--- config.mk ---
export PLATFORM = sky130hd
export DESIGN_NAME = match_ctl_flat
export DESIGN_NICKNAME = d
export VERILOG_FILES = /design/src/rtl/pong_pkg.sv /design/src/rtl/match_ctl_if.sv /design/src/rtl/match_ctl_frame_timer.sv /design/src/rtl/match_ctl.sv /design/src/flat_wrapper.sv
export SDC_FILE = /design/constraint.sdc
export NUM_CORES = 1
export LEC_CHECK = 0
export BUFFER_PORTS_ARGS = -buffer_cell sky130_fd_sc_hd__buf_2
export CAP_MARGIN = 20
export CORE_ASPECT_RATIO = 2
export CORE_UTILIZATION = 49
export DETAILED_ROUTE_END_ITERATION = 7
export PLACE_DENSITY_LB_ADDON = 0.2
export SLEW_MARGIN = 30
export SYNTH_ARGS = -nofsm -noshare
export SYNTH_HDL_FRONTEND = slang
export SYNTH_SLANG_ARGS = --single-unit
--- constraint.sdc ---
create_clock -name clk -period 2.69 [get_ports clk]
set_clock_uncertainty 0.2 [all_clocks]
set_input_delay 0.1345 -clock clk [delete_from_list [all_inputs] [get_ports clk]]
set_output_delay 0.1345 -clock clk [all_outputs]
set_load 0.01 [all_outputs]
--- src/rtl/pong_pkg.sv ---
// Shared Pong types: match state encodings, winner codes and the ball speed width.
package pong_pkg;

  typedef enum logic [2:0] {
    StIdle       = 3'd0,
    StServeWait  = 3'd1,
    StServeDelay = 3'd2,
    StRally      = 3'd3,
    StPointPause = 3'd4,
    StGameOver   = 3'd5
  } match_state_e;

  localparam logic [1:0] WinNone  = 2'b00;
  localparam logic [1:0] WinLeft  = 2'b01;
  localparam logic [1:0] WinRight = 2'b10;

  localparam int unsigned SpeedW = 4;

  function automatic logic [SpeedW-1:0] sat_inc(input logic [SpeedW-1:0] v,
                                                input logic [SpeedW-1:0] max);
    return (v >= max) ? max : v + 1'b1;
  endfunction

endpackage

--- src/rtl/match_ctl_if.sv ---
// Event and control signals between the match controller and the game datapath.
interface match_ctl_if;
  import pong_pkg::*;

  logic              enable;
  logic              frame_tick;
  logic              start;
  logic              difficulty;
  logic              paddle_hit;
  logic              miss_left;
  logic              miss_right;
  logic              ball_launch;
  logic              ball_hold;
  logic              ball_dir;
  logic [SpeedW-1:0] ball_speed;
  logic [3:0]        score_l;
  logic [3:0]        score_r;
  logic [1:0]        winner;
  logic [2:0]        match_state;

  // master: the match controller; slave: the screen controller / datapath side
  modport master (
    input  enable, frame_tick, start, difficulty, paddle_hit, miss_left, miss_right,
    output ball_launch, ball_hold, ball_dir, ball_speed, score_l, score_r, winner,
    match_state
  );

  modport slave (
    output enable, frame_tick, start, difficulty, paddle_hit, miss_left, miss_right,
    input  ball_launch, ball_hold, ball_dir, ball_speed, score_l, score_r, winner,
    match_state
  );

endinterface

--- src/rtl/match_ctl_frame_timer.sv ---
// Loadable frame-tick down-counter; done pulses on the tick that brings the count to 0.
module frame_timer #(
  parameter int unsigned Width = 8
) (
  input  logic             clk,
  input  logic             rst,
  input  logic             tick,
  input  logic             load,
  input  logic [Width-1:0] load_value,
  output logic             done
);

  logic [Width-1:0] count_q, count_d;

  always_comb begin
    count_d = count_q;
    done    = 1'b0;
    if (load) begin
      count_d = load_value;
    end else if (tick) begin
      // A count of 0 or 1 expires on this tick, so a zero load still takes one tick
      done    = (count_q <= Width'(1));
      count_d = (count_q == '0) ? '0 : count_q - 1'b1;
    end
  end

  always_ff @(posedge clk) begin
    if (rst) count_q <= '0;
    else     count_q <= count_d;
  end

endmodule

--- src/rtl/match_ctl.sv ---
// Pong match sequencer: serve, rally, point pause and game over, with scores and ball speed.
module match_ctl
  import pong_pkg::*;
#(
  parameter int unsigned WIN_SCORE     = 7,
  parameter int unsigned SERVE_FRAMES  = 60,
  parameter int unsigned POINT_FRAMES  = 90,
  parameter int unsigned SPEED_EASY    = 2,
  parameter int unsigned SPEED_HARD    = 4,
  parameter int unsigned SPEED_MAX     = 8,
  parameter int unsigned HITS_PER_STEP = 4
) (
  input logic         clk,
  input logic         rst,
  match_ctl_if.master bus
);

  localparam int unsigned TimerMax = (SERVE_FRAMES > POINT_FRAMES) ? SERVE_FRAMES : POINT_FRAMES;
  localparam int unsigned TimerW   = (TimerMax < 2) ? 1 : $clog2(TimerMax + 1);
  localparam int unsigned HitW     = (HITS_PER_STEP < 2) ? 1 : $clog2(HITS_PER_STEP);

  localparam logic [3:0]        WinScore = 4'(WIN_SCORE);
  localparam logic [SpeedW-1:0] SpdEasy  = SpeedW'(SPEED_EASY);
  localparam logic [SpeedW-1:0] SpdHard  = SpeedW'(SPEED_HARD);
  localparam logic [SpeedW-1:0] SpdMax   = SpeedW'(SPEED_MAX);
  localparam logic [HitW-1:0]   HitLast  = HitW'(HITS_PER_STEP - 1);

  match_state_e      state_q, state_d;
  logic              start_q;
  logic              launch_q, launch_d;
  logic              hold_q, hold_d;
  logic              dir_q, dir_d;
  logic [SpeedW-1:0] speed_q, speed_d;
  logic [3:0]        score_l_q, score_l_d, score_r_q, score_r_d;
  logic [1:0]        winner_q, winner_d;
  logic [HitW-1:0]   hits_q, hits_d;

  logic start_edge, load_serve, load_point, timer_tick, timer_done;

  assign start_edge = bus.start & ~start_q;
  assign timer_tick = bus.frame_tick & ((state_q == StServeDelay) | (state_q == StPointPause));

  frame_timer #(
    .Width (TimerW)
  ) u_timer (
    .clk        (clk),
    .rst        (rst),
    .tick       (timer_tick),
    .load       (load_serve | load_point),
    .load_value (load_serve ? TimerW'(SERVE_FRAMES) : TimerW'(POINT_FRAMES)),
    .done       (timer_done)
  );

  always_comb begin
    state_d    = state_q;
    launch_d   = 1'b0;
    dir_d      = dir_q;
    speed_d    = speed_q;
    score_l_d  = score_l_q;
    score_r_d  = score_r_q;
    winner_d   = winner_q;
    hits_d     = hits_q;
    load_serve = 1'b0;
    load_point = 1'b0;

    if (!bus.enable) begin
      state_d   = StIdle;
      score_l_d = '0;
      score_r_d = '0;
      winner_d  = WinNone;
      hits_d    = '0;
    end else begin
      unique case (state_q)
        StIdle: state_d = StServeWait;
        StServeWait: begin
          if (start_edge) begin
            state_d    = StServeDelay;
            load_serve = 1'b1;
          end
        end
        StServeDelay: begin
          if (timer_done) begin
            state_d  = StRally;
            launch_d = 1'b1;
            speed_d  = bus.difficulty ? SpdHard : SpdEasy;
            hits_d   = '0;
          end
        end
        StRally: begin
          // Misses outrank a same-cycle paddle hit; a double miss is replayed unscored
          if (bus.miss_left && bus.miss_right) begin
            state_d    = StPointPause;
            load_point = 1'b1;
          end else if (bus.miss_left || bus.miss_right) begin
            dir_d     = bus.miss_right;
            score_r_d = score_r_q + {3'b000, bus.miss_left};
            score_l_d = score_l_q + {3'b000, bus.miss_right};
            if (score_r_d == WinScore || score_l_d == WinScore) begin
              state_d  = StGameOver;
              winner_d = bus.miss_left ? WinRight : WinLeft;
            end else begin
              state_d    = StPointPause;
              load_point = 1'b1;
            end
          end else if (bus.paddle_hit) begin
            if (hits_q == HitLast) begin
              hits_d  = '0;
              speed_d = sat_inc(speed_q, SpdMax);
            end else begin
              hits_d = hits_q + 1'b1;
            end
          end
        end
        StPointPause: if (timer_done) state_d = StServeWait;
        StGameOver: begin
          if (start_edge) begin
            state_d   = StServeWait;
            score_l_d = '0;
            score_r_d = '0;
            winner_d  = WinNone;
            hits_d    = '0;
            dir_d     = 1'b0;
          end
        end
        default: state_d = StIdle;
      endcase
    end
    hold_d = (state_d != StRally);
  end

  always_ff @(posedge clk) begin
    if (rst) begin
      state_q   <= StIdle;
      start_q   <= 1'b0;
      launch_q  <= 1'b0;
      hold_q    <= 1'b1;
      dir_q     <= 1'b0;
      speed_q   <= '0;
      score_l_q <= '0;
      score_r_q <= '0;
      winner_q  <= WinNone;
      hits_q    <= '0;
    end else begin
      state_q   <= state_d;
      start_q   <= bus.start;
      launch_q  <= launch_d;
      hold_q    <= hold_d;
      dir_q     <= dir_d;
      speed_q   <= speed_d;
      score_l_q <= score_l_d;
      score_r_q <= score_r_d;
      winner_q  <= winner_d;
      hits_q    <= hits_d;
    end
  end

  assign bus.match_state = state_q;
  assign bus.ball_launch = launch_q;
  assign bus.ball_hold   = hold_q;
  assign bus.ball_dir    = dir_q;
  assign bus.ball_speed  = speed_q;
  assign bus.score_l     = score_l_q;
  assign bus.score_r     = score_r_q;
  assign bus.winner      = winner_q;

endmodule

--- src/flat_wrapper.sv ---
// flat-port wrapper written by rule: the top's interface ports become plain ports
module match_ctl_flat import pong_pkg::*;
#(
  parameter int unsigned WIN_SCORE     = 7,
  parameter int unsigned SERVE_FRAMES  = 60,
  parameter int unsigned POINT_FRAMES  = 90,
  parameter int unsigned SPEED_EASY    = 2,
  parameter int unsigned SPEED_HARD    = 4,
  parameter int unsigned SPEED_MAX     = 8,
  parameter int unsigned HITS_PER_STEP = 4
)
  (clk, rst, bus_enable, bus_frame_tick, bus_start, bus_difficulty, bus_paddle_hit, bus_miss_left, bus_miss_right, bus_ball_launch, bus_ball_hold, bus_ball_dir, bus_ball_speed, bus_score_l, bus_score_r, bus_winner, bus_match_state);
  match_ctl_if bus_i ();
  input logic clk;
  input logic rst;
  input wire logic [$bits(bus_i.enable)-1:0] bus_enable;
  input wire logic [$bits(bus_i.frame_tick)-1:0] bus_frame_tick;
  input wire logic [$bits(bus_i.start)-1:0] bus_start;
  input wire logic [$bits(bus_i.difficulty)-1:0] bus_difficulty;
  input wire logic [$bits(bus_i.paddle_hit)-1:0] bus_paddle_hit;
  input wire logic [$bits(bus_i.miss_left)-1:0] bus_miss_left;
  input wire logic [$bits(bus_i.miss_right)-1:0] bus_miss_right;
  output wire logic [$bits(bus_i.ball_launch)-1:0] bus_ball_launch;
  output wire logic [$bits(bus_i.ball_hold)-1:0] bus_ball_hold;
  output wire logic [$bits(bus_i.ball_dir)-1:0] bus_ball_dir;
  output wire logic [$bits(bus_i.ball_speed)-1:0] bus_ball_speed;
  output wire logic [$bits(bus_i.score_l)-1:0] bus_score_l;
  output wire logic [$bits(bus_i.score_r)-1:0] bus_score_r;
  output wire logic [$bits(bus_i.winner)-1:0] bus_winner;
  output wire logic [$bits(bus_i.match_state)-1:0] bus_match_state;
  assign bus_i.enable = bus_enable;
  assign bus_i.frame_tick = bus_frame_tick;
  assign bus_i.start = bus_start;
  assign bus_i.difficulty = bus_difficulty;
  assign bus_i.paddle_hit = bus_paddle_hit;
  assign bus_i.miss_left = bus_miss_left;
  assign bus_i.miss_right = bus_miss_right;
  assign bus_ball_launch = bus_i.ball_launch;
  assign bus_ball_hold = bus_i.ball_hold;
  assign bus_ball_dir = bus_i.ball_dir;
  assign bus_ball_speed = bus_i.ball_speed;
  assign bus_score_l = bus_i.score_l;
  assign bus_score_r = bus_i.score_r;
  assign bus_winner = bus_i.winner;
  assign bus_match_state = bus_i.match_state;
  match_ctl #(.WIN_SCORE(WIN_SCORE), .SERVE_FRAMES(SERVE_FRAMES), .POINT_FRAMES(POINT_FRAMES), .SPEED_EASY(SPEED_EASY), .SPEED_HARD(SPEED_HARD), .SPEED_MAX(SPEED_MAX), .HITS_PER_STEP(HITS_PER_STEP)) u_core (.clk(clk), .rst(rst), .bus(bus_i));
endmodule
==> flow_summary.ini, run 1 <==
[run_status]
status = completed

[timing]
fin_crit_ns = 2.60
fin_crit_sh = 0.966
hold_slack_ns = 0.0208
relSlewSlack = 0.671
final-hold-violation-count = 0
tightest_slew_ns = 0.493
maxSlewViolCount = 0
setup_violations = 0
finalSetupTns_ns = 0
timing.fmax_mhz = 385

[drt]
drt-wirelength-per-cell_um = 14.6
viasPerCell = 5.82
first_iter_violations = 23
wl_mm = 3.91
dr_total_vias = 1561
remaining_drc_errors = 0
dr.pass1.iters = 4
ant_nets = 0

[pwr]
p_clk_frac = 0.417
peakVddDrop_uv = 376
p_sw_frac = 0.230
p_per_area_nw_per_um2 = 445
power_frac_comb = 0.068
seq_power_share = 0.515
intPower_uw = 681
p_switching_uw = 203
p_leak_uw = 0.000791

[hold_path]
hold_path_class = in -> reg
holdPathStages = 2
min_to = u_core.bus.ball_speed[0]$_SDFFE_PP0P_
worstHoldStart = rst

[critical_path]
path_class = in -> reg
r2r_end = u_core.bus.winner[0]$_SDFFE_PP0P_
crit_arrival_ns = 2.58
rrSetupSlack_ns = 0.33
crit-reg2reg-launch = u_core.bus.match_state[1]$_SDFF_PP0_
ff2ff_path_depth = 6
critPathMaxFanout = 8
startpoint_type = input port
setup.worst_path.end_class = flip-flop
crit_required_ns = 2.68

[synthesis]
ys.warnings.count = 0
yosys.area.top_type_share = 0.358
synth_cell_type_count = 43
ys_top_cells_by_count = 30 x dfxtp_1, 20 x a21oi_1, 19 x nor2_1, 15 x nand2_1
synth_cells = 201
ys_seq_area_frac = 0.358
synth_most_common_cell = dfxtp_1
synth-async-reset-ratio = 0
synth_edf_count = 0
yosysTopAreaCell = dfxtp_1
ys_top_cells_by_area = dfxtp_1 36%, ha_1 6.7%, a21oi_1 6.0%, nor2_1 4.2%, nand3b_1 3.6%
synth_area_per_cell_um2 = 8.35
synth_nets = 219
ys_seq_elements = 30
syn-cell-area_um2 = 1680
synth-main-ff-cell = dfxtp_1

[layout]
ff_latch_area_um2 = 601
diodes = 0
layout-drive-gt1-share = 0.211
fillers = 310
nets = 254
multiInputGateArea_um2 = 1030
area_growth_pct = 18.4

[global_routing]
grt_max_degree = 17
grt_util_all_layers = 0.234
antenna_found_initial = 0
grt_overflow = 0
grt_pass1_wl_mm = 6.47
grt_pass1_vias = 1527

[placed_design]
portBuffers = 28
gp_congestion = 0.774
dp_hpwl_mm = 3.04

[clock_network]
clk_pin_slew_ns = 0.06
numCtsBuffers = 5
cts_buffer_depth = 2
cts_tree = done
clock-root-buffer = clkbuf_8
cts_htree_levels = 2
clk_latency_ns = 0.28
cts.sinks = 30

[floorplanning]
num_rows = 29
ioPinCount = 29
die_y_um = 84.8
start_util = 0.520
dieArea_um2 = 3680
die_x_um = 43.4
core_um2 = 3230

[run]
max_cap_violations = 0
-- critical path: stages --
cell	delay [ns]
dlygate4sd3_1	0.54
clkbuf_4	0.18
ha_1	0.20
ha_1	0.21
xor2_1	0.13
nand3_1	0.11
o22a_1	0.23
maj3_1	0.40
and3_4	0.21
o31ai_1	0.23
-- worst max path at each step --
stage	to	from
final	u_core.u_timer.count_q[5]$_SDFFE_PP0P_	bus_miss_left
after detailed placement	u_core.u_timer.count_q[5]$_SDFFE_PP0P_	u_core.bus.score_r[0]$_SDFFE_PP0P_
after floorplan	u_core.u_timer.count_q[2]$_SDFFE_PP0P_	u_core.bus.score_r[0]$_SDFFE_PP0P_
after global placement	u_core.u_timer.count_q[2]$_SDFFE_PP0P_	u_core.bus.score_r[0]$_SDFFE_PP0P_
after global routing	u_core.u_timer.count_q[5]$_SDFFE_PP0P_	bus_miss_left
after CTS	u_core.u_timer.count_q[5]$_SDFFE_PP0P_	bus_miss_left
-- layout by cell type (no fill, tap or decap), types with 2 or more instances in the layout --
cell type	netlist	routed
nand4_1	2	2
buf_2	3	27
nor2b_1	7	7
or2_2	2	2
a21oi_1	20	20
nor3b_1	2	2
a31oi_1	5	5
nor2_1	19	19
buf_4	2	5
o21ai_0	8	8
and3b_1	2	2
o21a_1	2	2
nand2_1	15	15
nand3b_1	8	8
nand3_1	10	10
nand2b_1	6	6
nor3_1	10	10
xor2_1	4	4
clkbuf_8	0	6
mux2i_1	4	4
dlygate4sd3_1	0	3
xnor2_1	3	3
inv_1	5	5
dfxtp_1	30	30
ha_1	9	9
-- stage by stage --
step           cells  power, uW  utilization  setup WS (ns)  area [um2]
5_1_grt          268        916        0.616        -0.0118        1990
3_5_place_dp     256        521        0.572          0.309        1850
6_report         268        884        0.616         0.0920        1990
4_1_cts          267        893        0.609         0.0670        1970
3_3_place_gp     256        521        0.572          0.363        1850
2_1_floorplan    201        501            -          0.442        1680
-- cell families after synthesis --
kind of cell,count (synthesis),synth area share
simple gates,90,0.291
flops,30,0.358
mux,4,0.0238
xor+xnor,7,0.0365
fa+ha+maj,10,0.0730
buf+inv,13,0.0358
compound gates,47,0.183
-- final cells by class --
class / instances / area share
Timing Repair Buffer: 36 / 0.106
Multi-Input combinational cell: 158 / 0.517
Inverter: 5 / 0.00944
Sequential cell: 30 / 0.302
Tap cell: 31 / 0.0195
Clock buffer: 7 / 0.0434
Clock inverter: 1 / 0.00252
-- per-layer routing --
| metal | wire length [um] | vias up | GRT usage |
|---|---|---|---|
| li1 | - | 788 | - |
| met1 | 1380 | 727 | 0.203 |
| met2 | 2270 | 33 | 0.444 |
| met3 | 105 | 13 | 0.0452 |
| met4 | 150 | 0 | 0.159 |
| met5 | 0 | - | 0 |
-- power groups by stage --
stage                     Clock (uW)  Sequential (uW)  Combinational (uW)
after global routing             394              456                66.2
after detailed placement           0              465                55.7
after global placement             0              465                55.5
final                            369              455                59.9
after CTS                        379              455                59.3
after floorplan                    0              463                38.0
-- what timing repair did --
| item | CTS | global route |
|---|---|---|
| endpoints found under the hold margin | 3 | 0 |
| buffers inserted | 0 | 1 |
| gates resized for setup | 0 | 3 |
| hold buffers | 3 | 0 |
| endpoints found under the setup margin | 0 | 3 |
-- flip-flops by register name (all words and copies together) (netlist names) --
register / flops
u_core.u_timer.count_q: 7
u_core.bus.ball_speed: 4
u_core.bus.score_l: 4
u_core.bus.score_r: 4
u_core.bus.match_state: 3
u_core.bus.winner: 2
u_core.hits_q: 2
u_core.bus.ball_dir: 1
u_core.bus.ball_hold: 1
u_core.bus.ball_launch: 1
u_core.start_q: 1
(Power assumes the default switching activity.)
==> run 2, diff against run 1 <==
--- a/config.mk
+++ b/config.mk
@@ -8,7 +8,8 @@
 export BUFFER_PORTS_ARGS = -buffer_cell sky130_fd_sc_hd__buf_2
 export CAP_MARGIN = 20
 export CORE_ASPECT_RATIO = 2
-export CORE_UTILIZATION = 49
+export CORE_UTILIZATION = 50
+export CTS_BUF_LIST = sky130_fd_sc_hd__clkbuf_4
 export DETAILED_ROUTE_END_ITERATION = 7
 export PLACE_DENSITY_LB_ADDON = 0.2
 export SLEW_MARGIN = 30
==> run 2 against run 1 <==
Fmax up 0.35%. Sequential cell count unchanged. Cell area down 0.25%. Register-to-register slack worse by 0.07 ns. Largest power group unchanged.
==> flow_summary.ini, run 2 (synthesis gave the netlist of run 1 again) <==
[timing]
setup_violations = 0
fin_crit_ns = 2.59
relSlewSlack = 0.661
tightest_slew_ns = 0.509
worst_slack_ns = 0.101
timing.fmax_mhz = 386
hold_slack_ns = 0.124
maxSlewViolCount = 0
finalSetupTns_ns = 0
final-hold-violation-count = 0
fin_crit_sh = 0.962

[layout]
fillers = 298
diodes = 0
regMostFlops = u_core.u_timer.count_q
final_cell_mix = 30 x dfxtp_1, 28 x buf_2, 20 x a21oi_1
largest_reg_flops = 7
nets = 258
fin_area_um2 = 1980
area_growth_pct = 18.1
layout_commonest_cell = dfxtp_1
layout-drive-gt1-share = 0.203

[clock_network]
cts.sinks = 30
cts_buffer_depth = 2
clk_latency_ns = 0.33
cts_tree = done
numCtsBuffers = 5
cts_htree_levels = 2
clock-root-buffer = clkbuf_4
postCtsSetupRepairBufs = 0
clk_pin_slew_ns = 0.09

[critical_path]
critPathMaxFanout = 8
setup.worst_path.end_class = flip-flop
crit_required_ns = 2.73
startpoint_type = input port
path_class = in -> reg
crit_arrival_ns = 2.63

[global_routing]
grt_max_degree = 17
grt_overflow = 0
grt_util_all_layers = 0.263
grt_pass1_wl_mm = 7.20
grt_pass1_vias = 1600
antenna_found_initial = 0

[pwr]
peakVddDrop_uv = 307
p_sw_frac = 0.253
power_uw = 784
power_frac_comb = 0.083
p_per_area_nw_per_um2 = 396
p_switching_uw = 198
p_clk_frac = 0.337
seq_power_share = 0.580
p_leak_uw = 0.000796
intPower_uw = 586

[drt]
wl_mm = 4.28
dr_total_vias = 1597
remaining_drc_errors = 0
first_iter_violations = 34
drt-wirelength-per-cell_um = 15.7
dr.pass1.iters = 4
viasPerCell = 5.87
ant_nets = 0

[placed_design]
placed_area_um2 = 1850
gp_congestion = 0.882
portBuffers = 28
place_ws_ns = 0.308
dp_hpwl_mm = 3.33

[floorplanning]
core_um2 = 3190
dieArea_um2 = 3610
num_rows = 29
die_x_um = 43.0
ioPinCount = 29
start_util = 0.526
die_y_um = 84.0

[hold_path]
hold_path_class = in -> reg

[run_status]
status = completed

[run]
max_cap_violations = 0
-- run 2: per-layer routing --
layer	vias to the layer above	GRT usage	part of all wire
li1	797	-	-
met1	744	0.250	0.35
met2	44	0.503	0.59
met3	12	0.0433	0.029
met4	0	0.132	0.032
met5	-	0	0
-- run 2: area by class of cell --
class / count / area (um2) / share of cell area
clock buffers: 6 / 45.0 / 0.0227
inverters: 5 / 18.8 / 0.00946
clock inverters: 2 / 8.76 / 0.00442
flip-flops and latches: 30 / 601 / 0.303
repair buffers: 40 / 248 / 0.125
multi-input cells: 158 / 1020 / 0.516
well taps: 31 / 38.8 / 0.0196
-- run 2: repair_timing --
action,4_1_cts,5_1_grt
gates resized for setup,0,1
setup endpoints to repair,0,1
endpoints found under the hold margin,11,0
hold buffers,7,0
-- run 2: final timing paths --
path                                                         start                                endpoint  slack [ns]  cells past startpoint
worst min register to register       u_core.hits_q[1]$_SDFFE_PP0P_           u_core.hits_q[1]$_SDFFE_PP0P_        0.26                      2
worst max-delay path                                 bus_miss_left  u_core.u_timer.count_q[2]$_SDFFE_PP0P_        0.10                     10
worst max register to register  u_core.bus.score_r[0]$_SDFFE_PP0P_  u_core.u_timer.count_q[2]$_SDFFE_PP0P_        0.26                      8
worst min-delay path                                bus_frame_tick  u_core.u_timer.count_q[1]$_SDFFE_PP0P_        0.12                      4
-- run 2: per-stage QoR --
step | std cells | utilization
after floorplan | 201 | -
after global placement | 257 | 0.581
after detailed placement | 257 | 0.581
after CTS | 272 | 0.620
after global routing | 272 | 0.621
final | 272 | 0.621
-- run 2: critical path: stages --
cell	delay, ns
dlygate4sd3_1	0.52
buf_2	0.17
ha_1	0.21
ha_1	0.21
xor2_1	0.14
nand3_1	0.09
o22a_1	0.25
maj3_1	0.41
and3_1	0.24
o31ai_1	0.24
-- run 2: power by group through the flow --
stage / clock network, uW / logic, uW / registers [uW]
after global routing: 285 / 71.7 / 456
after CTS: 268 / 64.4 / 455
after global placement: 0 / 54.8 / 465
final: 264 / 65.0 / 455
after floorplan: 0 / 38.0 / 463
after detailed placement: 0 / 56.4 / 465
